**config.mk**
```make
export PLATFORM = sky130hd
export DESIGN_NAME = fc_argmax
export DESIGN_NICKNAME = d
export VERILOG_FILES = /design/src/rtl/lenet_pkg.sv /design/src/rtl/fc_argmax_max_cmp.sv /design/src/rtl/fc_argmax.sv
export SDC_FILE = /design/constraint.sdc
export NUM_CORES = 1
export LEC_CHECK = 0
export ABC_AREA = 1
export CORE_AREA = 2 2 103 105
export CTS_CLUSTER_DIAMETER = 150
export DETAILED_ROUTE_END_ITERATION = 12
export DIE_AREA = 0 0 105 107
export PLACE_DENSITY = 0.77
export SYNTH_ARGS = -nofsm -noshare
export SYNTH_HDL_FRONTEND = slang
export SYNTH_SLANG_ARGS = --single-unit
```
**constraint.sdc**
```tcl
create_clock -name clk -period 2.85 [get_ports clk]
set_input_delay 0.7125 -clock clk [delete_from_list [all_inputs] [get_ports clk]]
set_output_delay 0.7125 -clock clk [all_outputs]
set_load 0.05 [all_outputs]
```
**src/rtl/lenet_pkg.sv**
```systemverilog
// Shared definitions for the LeNet classification stages: default widths,
// the argmax FSM state encoding and the most-negative score constant.
package lenet_pkg;

   localparam int DATA_W_DEF = 8;
   localparam int IDX_W_DEF  = 8;

   typedef enum logic [1:0] {
      ST_IDLE    = 2'd0,
      ST_COLLECT = 2'd1,
      ST_DONE    = 2'd2
   } state_t;

   // Most-negative two's-complement value of a w-bit score.
   function automatic int score_min(input int w);
      return -(1 <<< (w - 1));
   endfunction

   localparam logic signed [DATA_W_DEF-1:0] SCORE_MIN = DATA_W_DEF'(score_min(DATA_W_DEF));

endpackage

```
**src/rtl/fc_argmax_max_cmp.sv**
```systemverilog
// Signed score comparator: take_new_o is high when the incoming score beats the
// current maximum, with equal scores resolved towards the lower neuron index.
module max_cmp #(
   parameter int DATA_W = 8,
   parameter int IDX_W  = 8
) (
   input  logic [DATA_W-1:0] new_score_i,
   input  logic [IDX_W-1:0]  new_idx_i,
   input  logic [DATA_W-1:0] cur_score_i,
   input  logic [IDX_W-1:0]  cur_idx_i,
   output logic              take_new_o
);

   logic greater;
   logic equal;

   assign greater    = $signed(new_score_i) > $signed(cur_score_i);
   assign equal      = new_score_i == cur_score_i;
   assign take_new_o = greater || (equal && (new_idx_i < cur_idx_i));

endmodule

```
**src/rtl/fc_argmax.sv**
```systemverilog
// Captures the serial fully-connected neuron stream into a score vector and
// tracks the running argmax; reports class index/score once the layer is done.
module fc_argmax
   import lenet_pkg::*;
#(
   parameter int NEURON_NUM = 10,
   parameter int DATA_W     = DATA_W_DEF,
   parameter int IDX_W      = IDX_W_DEF
) (
   input  logic                         clk,
   input  logic                         rst,
   input  logic                         start,
   input  logic                         in_valid,
   input  logic [DATA_W-1:0]            in_data,
   input  logic [IDX_W-1:0]             in_index,
   input  logic                         in_last,
   output logic [DATA_W*NEURON_NUM-1:0] score_vec,
   output logic [IDX_W-1:0]             class_idx,
   output logic [DATA_W-1:0]            class_score,
   output logic                         busy,
   output logic                         done,
   output logic                         err,
   output logic [1:0]                   dbg_state_o
);

   localparam logic [DATA_W-1:0] MAX_INIT = DATA_W'(score_min(DATA_W));
   localparam logic [IDX_W-1:0]  N_LAST   = IDX_W'(NEURON_NUM);

   state_t                       state_q,     state_d;
   logic [DATA_W*NEURON_NUM-1:0] score_vec_q, score_vec_d;
   logic [NEURON_NUM-1:0]        mask_q,      mask_d;
   logic [IDX_W-1:0]             count_q,     count_d;
   logic [DATA_W-1:0]            max_q,       max_d;
   logic [IDX_W-1:0]             class_idx_q, class_idx_d;
   logic                         err_q,       err_d;

   logic in_range;
   logic dup;
   logic accept;
   logic take_new;

   max_cmp #(
      .DATA_W (DATA_W),
      .IDX_W  (IDX_W)
   ) u_max_cmp (
      .new_score_i (in_data),
      .new_idx_i   (in_index),
      .cur_score_i (max_q),
      .cur_idx_i   (class_idx_q),
      .take_new_o  (take_new)
   );

   // start always wins over a coincident sample, so it gates acceptance.
   always_comb begin
      in_range = in_index < N_LAST;
      dup      = 1'b0;
      for (int k = 0; k < NEURON_NUM; k++) begin
         if ((in_index == IDX_W'(k)) && mask_q[k]) dup = 1'b1;
      end
      accept = (state_q == ST_COLLECT) && in_valid && !start && in_range && !dup;
   end

   always_comb begin
      state_d     = state_q;
      score_vec_d = score_vec_q;
      mask_d      = mask_q;
      count_d     = count_q;
      max_d       = max_q;
      class_idx_d = class_idx_q;
      err_d       = err_q;

      if (start) begin
         state_d     = ST_COLLECT;
         score_vec_d = '0;
         mask_d      = '0;
         count_d     = '0;
         max_d       = MAX_INIT;
         class_idx_d = '0;
         err_d       = 1'b0;
      end else if ((state_q == ST_COLLECT) && in_valid) begin
         if (accept) begin
            for (int k = 0; k < NEURON_NUM; k++) begin
               if (in_index == IDX_W'(k)) begin
                  score_vec_d[k*DATA_W +: DATA_W] = in_data;
                  mask_d[k]                       = 1'b1;
               end
            end
            count_d = count_q + IDX_W'(1);
            if (take_new) begin
               max_d       = in_data;
               class_idx_d = in_index;
            end
         end else begin
            err_d = 1'b1;
         end

         // A short layer (in_last before every slot arrived) is flagged.
         if ((accept && (count_d == N_LAST)) || in_last) begin
            state_d = ST_DONE;
            if (count_d != N_LAST) err_d = 1'b1;
         end
      end
   end

   always_ff @(posedge clk) begin
      if (rst) begin
         state_q     <= ST_IDLE;
         score_vec_q <= '0;
         mask_q      <= '0;
         count_q     <= '0;
         max_q       <= MAX_INIT;
         class_idx_q <= '0;
         err_q       <= 1'b0;
      end else begin
         state_q     <= state_d;
         score_vec_q <= score_vec_d;
         mask_q      <= mask_d;
         count_q     <= count_d;
         max_q       <= max_d;
         class_idx_q <= class_idx_d;
         err_q       <= err_d;
      end
   end

   // The max register idles at the most-negative value; hide it until a run starts.
   assign class_score = (state_q == ST_IDLE) ? '0 : max_q;
   assign score_vec   = score_vec_q;
   assign class_idx   = class_idx_q;
   assign busy        = state_q == ST_COLLECT;
   assign done        = state_q == ST_DONE;
   assign err         = err_q;
   assign dbg_state_o = state_q;

endmodule

```
==> results of run 1 <==
## worst min-delay path, stage by stage (launching register included)
cell     delay, ns
dfxtp_1       0.30
inv_1         0.07
nor3_1        0.05
## power breakdown
group,switching [mW],internal [mW]
clock network,0.828,1.09
logic,0.128,0.0814
registers,0.00205,1.64
## layer usage
| layer | GRT usage, % | part of all wire, % |
|---|---|---|
| met2 | 42.3 | 48 |
| met4 | 11.2 | 3.0 |
| met1 | 29.8 | 42 |
| met3 | 6.81 | 6.9 |
| met5 | 0 | 0 |
## sequential cells by signal, summed over array words and instances (netlist names)
signal,cells
dbg_state_o,2
err,1
max_q,8
class_idx,8
mask_q,10
count_q,8
score_vec,80
## timing repair
| item | 4_1_cts | 5_1_grt |
|---|---|---|
| endpoints found under the setup margin | 1 | 7 |
| gates resized for setup | 1 | 7 |
| buffers inserted | 0 | 0 |
| gates cloned | 0 | 0 |
## final cells by class
class / count / area (sq um)
clock inverters: 14 / 119
well taps: 136 / 170
flip-flops and latches: 117 / 2340
multi-input cells: 438 / 2160
fillers: 861 / 3100
clock buffers: 18 / 418
repair buffers: 169 / 1590
inverters: 51 / 194
## worst max path at each step
stage              startpoint              to  cells after the start
2_1_floorplan  dbg_state_o[0]             err                     12
3_3_place_gp      in_index[1]   score_vec[12]                     13
3_5_place_dp      in_index[1]   score_vec[18]                     13
4_1_cts        dbg_state_o[1]  class_score[4]                      4
5_1_grt           in_index[1]    score_vec[1]                     13
6_report       dbg_state_o[1]            done                      3
## cell families after synthesis
group / Yosys count / synth area share (%)
AND/OR/NAND/NOR: 279 / 25.0
buffers and inverters: 79 / 6.65
XOR/XNOR: 6 / 1.09
adder cells (fa/ha/maj): 16 / 4.16
AO/OA/AOI/OAI: 137 / 14.4
flip-flops: 117 / 48.6
## placed cells by master (no fill, tap or decap), drive strengths merged, types with 2 or more instances in the layout
cell type | Yosys | final
dfxtp | 117 | 117
nand3 | 26 | 26
clkinv | 2 | 4
nand4 | 8 | 8
a21boi | 2 | 2
nand3b | 2 | 2
clkdlybuf4s50 | 0 | 113
xnor2 | 2 | 2
nand2 | 33 | 33
clkinvlp | 0 | 5
ha | 16 | 16
dlymetal6s2s | 0 | 7
clkbuf | 20 | 18
nor2 | 199 | 199
inv | 49 | 56
buf | 8 | 48
nor3 | 10 | 10
xor2 | 4 | 4
a21oi | 36 | 36
o21ai | 97 | 97
## stage by stage
stage	cells	worst slack, ns
final	943	0.210
after global placement	911	-0.0887
after CTS	943	0.0350
after floorplan	634	0.322
after global routing	943	0.0340
after detailed placement	911	-0.152
==> impl_metrics.toml, run 1 <==
[outcome]
outcome = "completed"

[routing]
viasPerCell = 5.07
via_count = 4783
antenna_left = 0
firstDrtPassIters = 5
drc = 0
dr.first_iter.drc_count = 263
wirelength_microns = 13800
wl_per_cell_microns = 14.6

[clocking]
cts_hold_buf = 0
clkTransAtPathRegs_ns = 0.06
cts_max_level = 4
clkSinkCount = 117
cts-buffers-inserted = 17
max-clock-path-buffers = 2
cts-root-buf = "clkbuf_8"
clk_latency_ns = 0.52
cts_tree = "built"

[yosys]
synth_fp_nets = 671
synth_warnings = 0
ys_top_cells_by_area = "dfxtp_1 (49%), nor2_1 (15%), o21ai_0 (9.8%)"
ys_seq_elements = 117
yosysSeqAreaShare_pct = 48.6
synth_edf_count = 0
yosysTopAreaCellShare_pct = 48.6
async_flop_share_pct = 0
netlist_instances = 634
avgSynthCellArea_sq_um = 7.60
yosysMostFrequentCell = "nor2_1"
synthDistinctLibCells = 30
syn-cell-area_sq_um = 4820
yosys.area.top_type = "dfxtp_1"
synth_commonest_cells = "nor2_1 (196), dfxtp_1 (117), o21ai_0 (94), inv_1 (40), a21oi_1 (36)"
synthFlopType = "dfxtp_1"

[floorplanning]
floorplan.rows = 37
dieArea_sq_um = 11200
coreArea_sq_um = 10100
chipWidth_microns = 105
die_h_microns = 107
ios = 122
start_util_pct = 47.7

[place]
place_congestion = 0.915
port-buffer-count = 121
dp_hpwl_microns = 9540
placed_area_sq_um = 6440

[sta]
max_freq_mhz = 379
rsz0062_at_grt = "false"
worst_pin_slew_ns = 0.535
finalWorstPathRequiredPeriod_ns = 2.64
fin_worst_skew_ns = 0.0134
period_share_pct = 92.6
hold_slack_ns = 0.467
tns_ns = 0
slew_violations = 0
slew_headroom_pct = 64.2
finalSetupViolCount = 0
finalHoldViolations = 0

[grt]
antenna_found_initial = 0
grt_overflow = 0
grt_pass1_wl_microns = 22200
grtUsageTotal_pct = 25.0
grt_pass1_vias = 4487
grt_max_degree = 60

[hold_path]
min-delay-start = "class_idx[4]"
min_to = "class_idx[4]"
min_path_type = "reg -> reg"
worstHoldPathCells = 2

[power]
p_total_mw = 3.77
peakVddDrop_v = 0.000336
p_leak_nw = 2.89
p_per_area_nw_per_um2 = 539

[worst_setup_path]
worst_path_max_delay_cell = "clkdlybuf4s50_1"
crit_path_end_kind = "primary output"
start_kind = "flop"
critPathBufInv = 2
path_delay_family = "buffers and inverters"
cp_data_arrival_time_ns = 1.93
cp.required_ns = 2.14
path_class = "reg -> out"
path_max_fanout = 4
cp_cell_sequence = "inv_1 > nor2_1 > clkdlybuf4s50_1"
r2r_slack_ns = 0.77
r2r_cells = 10
r2r_end = "score_vec[18]"
r2r_start = "dbg_state_o[0]"
slowest_delay_ns = 0.82

[cells_and_area]
final_area_sq_um = 6990
utilization_pct = 69.3
area_delta_synth_final_pct = 45.2
nets = 831
drive_gt1_share_pct = 12.5
diodes = 0

[job]
maxCapViolations = 0
(Power assumes the default switching activity.)
==> run 2: changes to the inputs <==
--- a/config.mk
+++ b/config.mk
@@ -10,7 +10,9 @@
 export CTS_CLUSTER_DIAMETER = 150
 export DETAILED_ROUTE_END_ITERATION = 12
 export DIE_AREA = 0 0 105 107
+export MAX_ROUTING_LAYER = met4
 export PLACE_DENSITY = 0.77
+export SETUP_SLACK_MARGIN = 0.5
 export SYNTH_ARGS = -nofsm -noshare
 export SYNTH_HDL_FRONTEND = slang
 export SYNTH_SLANG_ARGS = --single-unit
==> run 2 against run 1 <==
Clock power increased by 7%. Sequential power about the same. Clock-buffer cell count increased by 1. Final cell count decreased by 0.21%. Non-clock buffer count decreased by 3. Critical endpoint is now busy.
==> impl_metrics.toml, run 2 (synthesized netlist as in run 1, its figures left out) <==
[power]
p_per_area_nw_per_um2 = 566
p_total_mw = 3.91
peakVddDrop_v = 0.000447
p_leak_nw = 3.26

[grt]
grt_pass1_vias = 4656
grt_overflow = 0
grt_max_degree = 52
grt_pass1_wl_microns = 22200
antenna_found_initial = 0
grtUsageTotal_pct = 25.7

[routing]
wirelength_microns = 13800
wl_per_cell_microns = 14.7
drc = 0
via_count = 4831
firstDrtPassIters = 5
dr.first_iter.drc_count = 261
antenna_left = 0
viasPerCell = 5.13

[cells_and_area]
layout_common_cells = "nor2_1 (192), dfxtp_1 (116), dlygate4sd2_1 (98), o21ai_0 (88), buf_4 (41)"
drive_gt1_share_pct = 14.5
largest_reg_flops = 80
final_common_cell = "nor2_1"
diodes = 0
area_delta_synth_final_pct = 43.3
fill_cells = 878
instances_no_fill = 941
nets = 829

[clocking]
max-clock-path-buffers = 2
clk_latency_ns = 0.51
cts_tree = "built"
clkTransAtPathRegs_ns = 0.06
cts_hold_buf = 0
clkSinkCount = 117
cts-buffers-inserted = 17
cts-root-buf = "clkbuf_8"
cts_max_level = 4

[sta]
fin_worst_skew_ns = 0.0119
finalWorstPathRequiredPeriod_ns = 2.28
finalHoldViolations = 0
max_freq_mhz = 438
tns_ns = 0
timing.final.ws_setup_ns = 0.569
finalSetupViolCount = 0
slew_violations = 0
worst_pin_slew_ns = 0.556
rsz0062_at_grt = "true"
slew_headroom_pct = 63.1
period_share_pct = 80.0

[place]
port-buffer-count = 121
place_congestion = 0.960
place_ws_ns = -0.120
dp_hpwl_microns = 9620
dpl.cell_count = 907

[floorplanning]
start_util_pct = 47.7
chipWidth_microns = 105
coreArea_sq_um = 10100
die_h_microns = 107
floorplan.rows = 37
dieArea_sq_um = 11200
ios = 122

[worst_setup_path]
slowest_delay_ns = 0.53
worst_path_max_delay_cell = "dlygate4sd2_1"
cp.required_ns = 2.14
start_kind = "flop"
crit_path_end_kind = "primary output"
cp_data_arrival_time_ns = 1.57
path_max_fanout = 5
path_class = "reg -> out"
cp_cell_sequence = "inv_1 > nor2_4 > dlygate4sd2_1"

[hold_path]
min_path_type = "reg -> reg"

[outcome]
outcome = "completed"

[job]
maxCapViolations = 0
[run 2: final cells by class]
class | count | area [sq um] | share of cell area, %
clock inverters | 13 | 149 | 2.16
clock buffers | 19 | 432 | 6.25
inverters | 51 | 199 | 2.88
well taps | 136 | 170 | 2.47
multi-input cells | 439 | 2200 | 31.8
repair buffers | 166 | 1410 | 20.5
flip-flops and latches | 117 | 2340 | 34.0
[run 2: metrics by stage]
stage	instance area, sq um	util, %	hold slack, ns
CTS	6890	68.2	0.469
detailed placement	6430	63.8	0.463
global placement	6430	63.8	0.457
floorplan	4820	-	0.441
global route	6900	68.4	0.488
finish	6900	68.4	0.463
[run 2: timing repair]
item | 4_1_cts | 5_1_grt
pin swaps | 5 | 5
endpoints found under the setup margin | 161 | 75
gates cloned | 1 | 1
gates resized for setup | 144 | 17
setup buffers | 0 | 0
hold endpoints to repair | 0 | 0
[run 2: final timing paths]
path,start,endpoint,slack (ns),cells past startpoint
min reg2reg,class_idx[4],class_idx[4],0.46,2
max reg2reg,dbg_state_o[0],err,0.87,12
max,dbg_state_o[0],busy,0.57,3
min,class_idx[4],class_idx[4],0.46,2
[run 2: report_power, final]
| part | switching, mW | total (mW) | internal, mW |
|---|---|---|---|
| logic | 0.130 | 0.204 | 0.0733 |
| clock network | 0.787 | 2.06 | 1.28 |
| registers | 0.00204 | 1.64 | 1.64 |
| total | 0.919 | 3.91 | 2.99 |
[run 2: routing by layer]
metal,vias to the layer above,wire [microns],GRT usage (%)
li1,2382,-,-
met1,2237,5600,29.5
met2,180,6790,42.6
met3,32,989,6.38
met4,0,427,12.0
met5,-,0,-
[run 2: critical path: cells and delay by family (launching register included)]
family / cells / cell delay [ns]
buffers and inverters: 2 / 0.60
DFF: 1 / 0.36
and+or+nand+nor: 1 / 0.09
